[config.mk]
export PLATFORM = sky130hd
export DESIGN_NAME = pcie_bar0_pixel_packer
export DESIGN_NICKNAME = d
export VERILOG_FILES = /design/src/rtl/pcie_bar0_pixel_packer.sv
export SDC_FILE = /design/constraint.sdc
export NUM_CORES = 1
export LEC_CHECK = 0
export BUFFER_PORTS_ARGS = -buffer_cell sky130_fd_sc_hd__buf_2
export CORE_MARGIN = 2
export CORE_UTILIZATION = 40
export CTS_CLUSTER_SIZE = 12
export DETAILED_ROUTE_END_ITERATION = 10
export GPL_ROUTABILITY_DRIVEN = 0
export PLACE_DENSITY_LB_ADDON = 0.1
export SLEW_MARGIN = 20
export SYNTH_ARGS = -nofsm -noshare
export SYNTH_HDL_FRONTEND = slang
export SYNTH_SLANG_ARGS = --single-unit
[constraint.sdc]
create_clock -name clk -period 4.9 [get_ports clk]
set_input_delay 0.735 -clock clk [delete_from_list [all_inputs] [get_ports clk]]
set_output_delay 0.735 -clock clk [all_outputs]
set_load 0.02 [all_outputs]
[src/rtl/pcie_bar0_pixel_packer.sv]
// RGB565 pixel stream -> 128-bit BAR0 image words with byte enables, one frame per host ack.
// Optional build macro PIXEL_BYTE_SWAP_EN byte-swaps each pixel before packing.
//
// state  | meaning
// IDLE   | waiting for a valid sof pixel
// FILL   | packing pixels of the current frame into BAR0 words
// HOLD   | frame complete, pixels dropped until i_frame_ack
module pcie_bar0_pixel_packer #(
  parameter int ADDR_WIDTH  = 12,
  parameter int FRAME_WORDS = 4096
) (
  input  logic                  clk,
  input  logic                  rst_n,
  input  logic                  i_pix_vld,
  input  logic [15:0]           i_pix_data,
  input  logic                  i_pix_sof,
  input  logic                  i_pix_eof,
  input  logic                  i_frame_ack,
  output logic                  o_bar0_wr_en,
  output logic [ADDR_WIDTH-1:0] o_bar0_wr_addr,
  output logic [127:0]          o_bar0_wr_data,
  output logic [15:0]           o_bar0_wr_byte_en,
  output logic                  o_frame_done,
  output logic [ADDR_WIDTH:0]   o_frame_words,
  output logic                  o_busy,
  output logic                  o_ovf,
  output logic [15:0]           o_drop_cnt
);

  typedef enum logic [1:0] {
    S_IDLE = 2'd0,
    S_FILL = 2'd1,
    S_HOLD = 2'd2
  } state_t;

  localparam logic [ADDR_WIDTH:0] FRAME_CAP = (ADDR_WIDTH+1)'(FRAME_WORDS);

  state_t              state_q, state_d;
  logic [2:0]          lane_q;
  logic [127:0]        buf_q;
  logic [ADDR_WIDTH:0] addr_q;

  logic [15:0]         pix;
  logic                accept_sof, frame_pix, ovf_drop, hold_drop;
  logic                store, word_close, frame_end;
  logic [2:0]          lane;
  logic [ADDR_WIDTH:0] base_addr;
  logic [127:0]        base_buf, pack_word;
  logic [15:0]         be_mask;

`ifdef PIXEL_BYTE_SWAP_EN
  assign pix = {i_pix_data[7:0], i_pix_data[15:8]};
`else
  assign pix = i_pix_data;
`endif

  always_ff @(posedge clk or negedge rst_n) begin
    if (!rst_n) state_q <= S_IDLE;
    else        state_q <= state_d;
  end

  always_comb begin
    state_d = state_q;
    case (state_q)
      S_IDLE: if (i_pix_vld && i_pix_sof) state_d = i_pix_eof ? S_HOLD : S_FILL;
      S_FILL: if (i_pix_vld && i_pix_eof) state_d = S_HOLD;
      S_HOLD: if (i_frame_ack)            state_d = S_IDLE;
      default:                            state_d = S_IDLE;
    endcase
  end

  always_comb begin
    o_busy     = (state_q == S_FILL) || (state_q == S_HOLD);
    accept_sof = i_pix_vld && i_pix_sof && ((state_q == S_IDLE) || (state_q == S_FILL));
    frame_pix  = i_pix_vld && !i_pix_sof && (state_q == S_FILL);
    // once the last word slot is used, every further in-frame pixel is an overflow drop
    ovf_drop   = frame_pix && (addr_q == FRAME_CAP);
    hold_drop  = i_pix_vld && (state_q == S_HOLD);
    store      = accept_sof || (frame_pix && !ovf_drop);
    frame_end  = i_pix_vld && i_pix_eof && (accept_sof || frame_pix);
    lane       = accept_sof ? 3'd0 : lane_q;
    base_addr  = accept_sof ? '0 : addr_q;
    base_buf   = accept_sof ? '0 : buf_q;
    word_close = store && ((lane == 3'd7) || i_pix_eof);
    pack_word  = '0;
    be_mask    = '0;
    for (int i = 0; i < 8; i++) begin
      pack_word[16*i +: 16] = (lane == 3'(i)) ? pix : base_buf[16*i +: 16];
      be_mask[2*i +: 2]     = (3'(i) <= lane) ? 2'b11 : 2'b00;
    end
  end

  always_ff @(posedge clk or negedge rst_n) begin
    if (!rst_n) begin
      lane_q            <= '0;
      buf_q             <= '0;
      addr_q            <= '0;
      o_bar0_wr_en      <= 1'b0;
      o_bar0_wr_addr    <= '0;
      o_bar0_wr_data    <= '0;
      o_bar0_wr_byte_en <= '0;
      o_frame_done      <= 1'b0;
      o_frame_words     <= '0;
      o_ovf             <= 1'b0;
      o_drop_cnt        <= '0;
    end else begin
      o_bar0_wr_en <= word_close;
      o_frame_done <= frame_end;
      if (store) begin
        if (word_close) begin
          o_bar0_wr_addr    <= base_addr[ADDR_WIDTH-1:0];
          o_bar0_wr_data    <= pack_word;
          o_bar0_wr_byte_en <= be_mask;
          buf_q             <= '0;
          lane_q            <= '0;
          addr_q            <= base_addr + 1'b1;
        end else begin
          buf_q  <= pack_word;
          lane_q <= lane + 3'd1;
          addr_q <= base_addr;
        end
      end
      // an eof that was itself an overflow drop reports the full capacity
      if (frame_end) o_frame_words <= store ? (base_addr + 1'b1) : addr_q;
      if (accept_sof)    o_ovf <= 1'b0;
      else if (ovf_drop) o_ovf <= 1'b1;
      if ((ovf_drop || hold_drop) && (o_drop_cnt != 16'hFFFF))
        o_drop_cnt <= o_drop_cnt + 16'd1;
    end
  end

endmodule

==> results of run 1 <==
power by group through the flow:
stage / Clock, mW / Combinational (mW) / Sequential [mW]
final: 2.89 / 2.37 / 3.43
after global routing: 3.06 / 2.57 / 3.48
after CTS: 2.94 / 2.38 / 3.43
after detailed placement: 0 / 2.38 / 3.48
after global placement: 0 / 2.36 / 3.47
after floorplan: 0 / 1.31 / 3.73
final timing paths:
path                                  start                   to  slack, ns  depth (start not counted)
max in group asynchronous             rst_n            buf_q[65]       3.47                          2
max                              state_q[0]  o_bar0_wr_data[122]       0.91                         11
min reg2reg                o_frame_words[5]     o_frame_words[5]       0.48                          2
min                                   rst_n       o_drop_cnt[10]       0.29                          1
max reg2reg                      state_q[0]  o_bar0_wr_data[122]       0.91                         11
min in group clk           o_frame_words[5]     o_frame_words[5]       0.48                          2
critical path, cell delays in order, from the launching register on:
cell and delay, ns:
dfrtp_1 0.38, inv_1 0.08, ha_1 0.30, o211ai_4 0.41
nand2_1 0.23, inv_1 0.10, ha_1 0.15, ha_1 0.16
or2_2 0.32, nand2_4 0.50, inv_4 0.76, mux2_2 0.41
flip-flops by register name, summed over array words and instances (netlist names), 2 cells and up:
name,flops
o_drop_cnt,16
addr_q,13
o_bar0_wr_addr,12
o_bar0_wr_data,128
buf_q,128
o_frame_words,13
state_q,2
o_bar0_wr_byte_en,8
lane_q,3
logic make-up (layout without fill, tap and decap cells):
kind of cell / after synthesis / count (layout) / synth area share
AOI/OAI and AO/OA: 477 / 477 / 0.216
and+or+nand+nor: 279 / 279 / 0.105
muxes: 70 / 70 / 0.0534
other: 0 / 1 / 0
xor gates and xnor gates: 25 / 25 / 0.0149
adders and majority gates: 9 / 9 / 0.00765
DFF: 326 / 326 / 0.554
buffers and inverters: 151 / 314 / 0.0491
routing by layer:
metal | global-route usage | part of all wire
met1 | 0.351 | 0.49
met2 | 0.332 | 0.44
met3 | 0.0297 | 0.047
met4 | 0.0547 | 0.021
met5 | 0 | 0
cells in the mapped netlist, drive strengths merged, types with 15 or more instances:
cell	n
dfrtp	326
o21ai	209
and3	84
nand2	82
a21oi	79
a32o	75
buf	69
clkbuf	68
a22o	64
mux2	51
nor2	28
o31ai	26
nand3	24
mux2i	19
nor3	17
xor2	15
area by class of cell:
type,instances,area (um^2)
Fill cell,3448,19200
Inverter,14,55.1
Antenna cell,1,2.50
Clock buffer,56,1150
Clock inverter,10,129
Multi-Input combinational cell,860,5870
Timing Repair Buffer,234,1270
Tap cell,468,586
Sequential cell,326,8160
metrics by stage:
step                      cell area [um^2]  power [mW]
after detailed placement             15900        5.85
after global placement               15900        5.83
final                                17200        8.69
after global routing                 17200        9.11
after CTS                            17200        8.75
after floorplan                      14700        5.04
==> impl_metrics.tcl, run 1 <==
set metrics [dict create \
    synth_warnings 0 \
    layout_common_cells "dfrtp_1 (326), buf_2 (209), o21ai_0 (197)" \
    synth_fp_nets 1368 \
    rsz0062_at_grt "no" \
    hold_viol 0 \
    synth-edff-count 0 \
    antenna_found_initial 0 \
    grt_first_pass_wirelength_mm 67.7 \
    worst_clock_skew_ns 0.0158 \
    worst_slack_ns 0.911 \
    cts_buffer_depth 3 \
    end_kind "register" \
    grt_pass1_vias 11100 \
    switchingPower_mw 3.01 \
    internal-power_mw 5.68 \
    port_buffers 210 \
    ys_ff_latch 326 \
    via_per_inst 5.84 \
    synth_ff_type "dfrtp_1" \
    io_pins 211 \
    ys_async_sr_fraction 1.00 \
    outcome "complete, no violations" \
    p_comb_frac 0.273 \
    cts_root_buf "clkbuf_16" \
    cts-hold-fix-buffers 0 \
    fin_util 0.473 \
    detail_route.wl_per_cell_um 22.1 \
    avgSynthCellArea_um2 11.0 \
    cp_data_required_time_ns 5.30 \
    tritoncts "yes" \
    pre_cts_slack_ns 0.939 \
    htree_levels 2 \
    synth_cell_types 61 \
    die_w_um 196 \
    via_count 11500 \
    synthesis.area_um2 14700 \
    place_hpwl_mm 26.7 \
    syn_inst 1337 \
    max_freq_ghz 0.251 \
    rows 70 \
    yosysTopAreaCell "dfrtp_1" \
    core_area_um2 36400 \
    grtUsageTotal 0.225 \
    relSlewSlack 0.266 \
    die_h_um 196 \
    critPathMaxFanout 66 \
    post_cts_buffers 0 \
    peakVddDrop_uv 242 \
    place_inst 1902 \
    worst_hold_path_type "input port to async pin" \
    start_kind "register" \
    nets 1504 \
    slew_violations 0 \
    synth_top_area_frac 0.554 \
    pwr-share-clk 0.332 \
    cap_violations 0 \
    drt_iter0_drc 784 \
    pwr_density_cell_nw_per_um2 505 \
    grt_overflow 0 \
    arrival_ns 4.39 \
    swShare 0.346 \
    start_util 0.404 \
    syn_to_final_growth_pct 16.9 \
    drc 0 \
    die_area_um2 38400 \
    p_leak_nw 8.56 \
    clk_latency_ns 0.52 \
    cts_resized 0 \
    ys_seq_area_frac 0.554 \
    cts_sinks 326 \
    holdWs_ns 0.293 \
    fin_tns_setup_ns 0 \
    cts_buffers 37 \
    first_pass_iters 5 \
    wirelength_mm 43.5 \
    setup.worst_path.class "register to register" \
    clk_pin_slew_worst_paths_ns 0.06 \
    ant_nets 0 \
    layout.cells.non_filler 1969 \
    finalCritPeriodShare 0.814 \
    synth.area.top_cells "dfrtp_1 (55%), o21ai_0 (6.7%), a32o_1 (5.1%)" \
    finalCriticalPeriod_ns 3.99 \
    grt_max_degree 110 \
    drive_gt1_frac 0.251 \
    layout_commonest_cell "dfrtp_1" \
    worst_slew_pin_slew_ns 1.10 \
    setup_viol 0 \
    pwr-share-seq 0.395 \
]
Note: power is estimated with default switching activity, not from simulation.
==> run 2: changes to the inputs <==
Clock period 4.9 ns to 4 ns, I/O delays scaled along.
==> impl_metrics.tcl, run 2 (same netlist as run 1, synthesis figures left out) <==
set metrics [dict create \
    io_pins 211 \
    pwr_density_cell_nw_per_um2 614 \
    core_area_um2 36400 \
    cts_root_buf "clkbuf_16" \
    finalCriticalPeriod_ns 3.34 \
    tritoncts "yes" \
    antenna_found_initial 0 \
    grt_overflow 0 \
    crit_chain "inv_1, ha_1, o211ai_4, buf_12, nand2_1, inv_1, ha_1, and4_1, and2_1, nand3_1, or3_1, a21oi_1" \
    cp_data_required_time_ns 4.43 \
    setup_viol 0 \
    post_cts_buffers 0 \
    outcome "complete, no violations" \
    worst_clock_skew_ns 0.0200 \
    port_buffers 210 \
    cts_buffer_depth 3 \
    num_antenna_cells 0 \
    htree_levels 2 \
    place_hpwl_mm 27.6 \
    detail_route.wl_per_cell_um 22.1 \
    worst_hold_path_type "input port to async pin" \
    arrival_ns 3.77 \
    worst_slew_pin_slew_ns 0.836 \
    clk_latency_ns 0.52 \
    grt_first_pass_wirelength_mm 67.8 \
    fillers 3464 \
    peakVddDrop_uv 286 \
    layout_common_cells "dfrtp_1 (326), buf_2 (209), o21ai_0 (197)" \
    via_count 11500 \
    clk_pin_slew_worst_paths_ns 0.05 \
    seq_area_um2 8160 \
    cts-hold-fix-buffers 0 \
    rsz0062_at_grt "no" \
    finalCritPeriodShare 0.836 \
    first_pass_iters 7 \
    setup.worst_path.class "register to register" \
    die_h_um 196 \
    slew_violations 0 \
    p_leak_nw 8.62 \
    syn_to_final_growth_pct 17.6 \
    cp_slowest_cell "buf_12" \
    layout_commonest_cell "dfrtp_1" \
    ant_nets 0 \
    rows 70 \
    cts_sinks 326 \
    drc 0 \
    top_regs "buf_q (128), o_bar0_wr_data (128), o_drop_cnt (16)" \
    hold_viol 0 \
    nets 1520 \
    final_area_um2 17300 \
    end_kind "register" \
    fin_tns_setup_ns 0 \
    via_per_inst 5.79 \
    start_util 0.404 \
    multiInputGateArea_um2 5860 \
    cts_buffers 38 \
    critPathMaxStageDelay_ns 0.44 \
    grt_max_degree 125 \
    cap_violations 0 \
    grt_pass1_vias 10900 \
    grtUsageTotal 0.226 \
    die_w_um 196 \
    drive_gt1_frac 0.256 \
    drt_iter0_drc 809 \
    cts_resized 0 \
    relSlewSlack 0.437 \
    wirelength_mm 43.8 \
    max_freq_ghz 0.299 \
    die_area_um2 38400 \
    fin_util 0.475 \
    dpl_cell_area_um2 16100 \
    start_kind "register" \
    critPathMaxFanout 124 \
]
[run 2: power breakdown]
| group | leakage, nW | internal [mW] | switching (mW) | total [mW] |
|---|---|---|---|---|
| logic | 3.53 | 1.02 | 1.94 | 2.96 |
| registers | 4.47 | 3.81 | 0.393 | 4.21 |
| clock network | 0.615 | 2.10 | 1.36 | 3.46 |
[run 2: path summary, 6_finish.rpt]
check | startpoint | endpoint | cells after the start | slack, ns
hold reg to reg | o_frame_words[10] | o_frame_words[10] | 2 | 0.47
max in group asynchronous | rst_n | o_bar0_wr_data[101] | 2 | 2.86
setup / recovery | state_q[1] | addr_q[8] | 12 | 0.66
min in group clk | o_frame_words[10] | o_frame_words[10] | 2 | 0.47
hold / removal | rst_n | o_drop_cnt[11] | 1 | 0.10
setup reg to reg | state_q[1] | addr_q[8] | 12 | 0.66
[run 2: per-stage QoR]
step                      power, mW  cells  setup slack, ns  hold WS (ns)
after detailed placement       7.24   1917            0.681         0.465
after global placement         7.20   1917            0.720         0.463
after floorplan                6.17   1337            0.380         0.304
after CTS                      10.7   1982            0.675         0.134
final                          10.6   1982            0.657         0.104
after global routing           11.1   1982            0.442         0.154
[run 2: final cells by class]
| cell class | count | area share |
|---|---|---|
| inverters | 14 | 0.00318 |
| repair buffers | 249 | 0.0818 |
| clock buffers | 54 | 0.0637 |
| flip-flops and latches | 326 | 0.471 |
| clock inverters | 11 | 0.00773 |
| multi-input cells | 860 | 0.339 |
| well taps | 468 | 0.0338 |
[run 2: critical path: cells and delay by family (launching register included)]
kind / cells / cell delay (ns)
simple gates: 5 / 1.20
buf+inv: 3 / 0.59
fa+ha+maj: 2 / 0.58
compound gates: 2 / 0.50
flops: 1 / 0.37
[run 2: layer usage]
layer  vias to the layer above  GRT usage  wire length (um)  part of all wire
met1                      5839      0.349             21200              0.48
met5                         -          0                 0                 0
li1                       5257          -                 -                 -
met4                         0     0.0530               824             0.019
met2                       329      0.335             19400              0.44
met3                        50     0.0320              2360             0.054
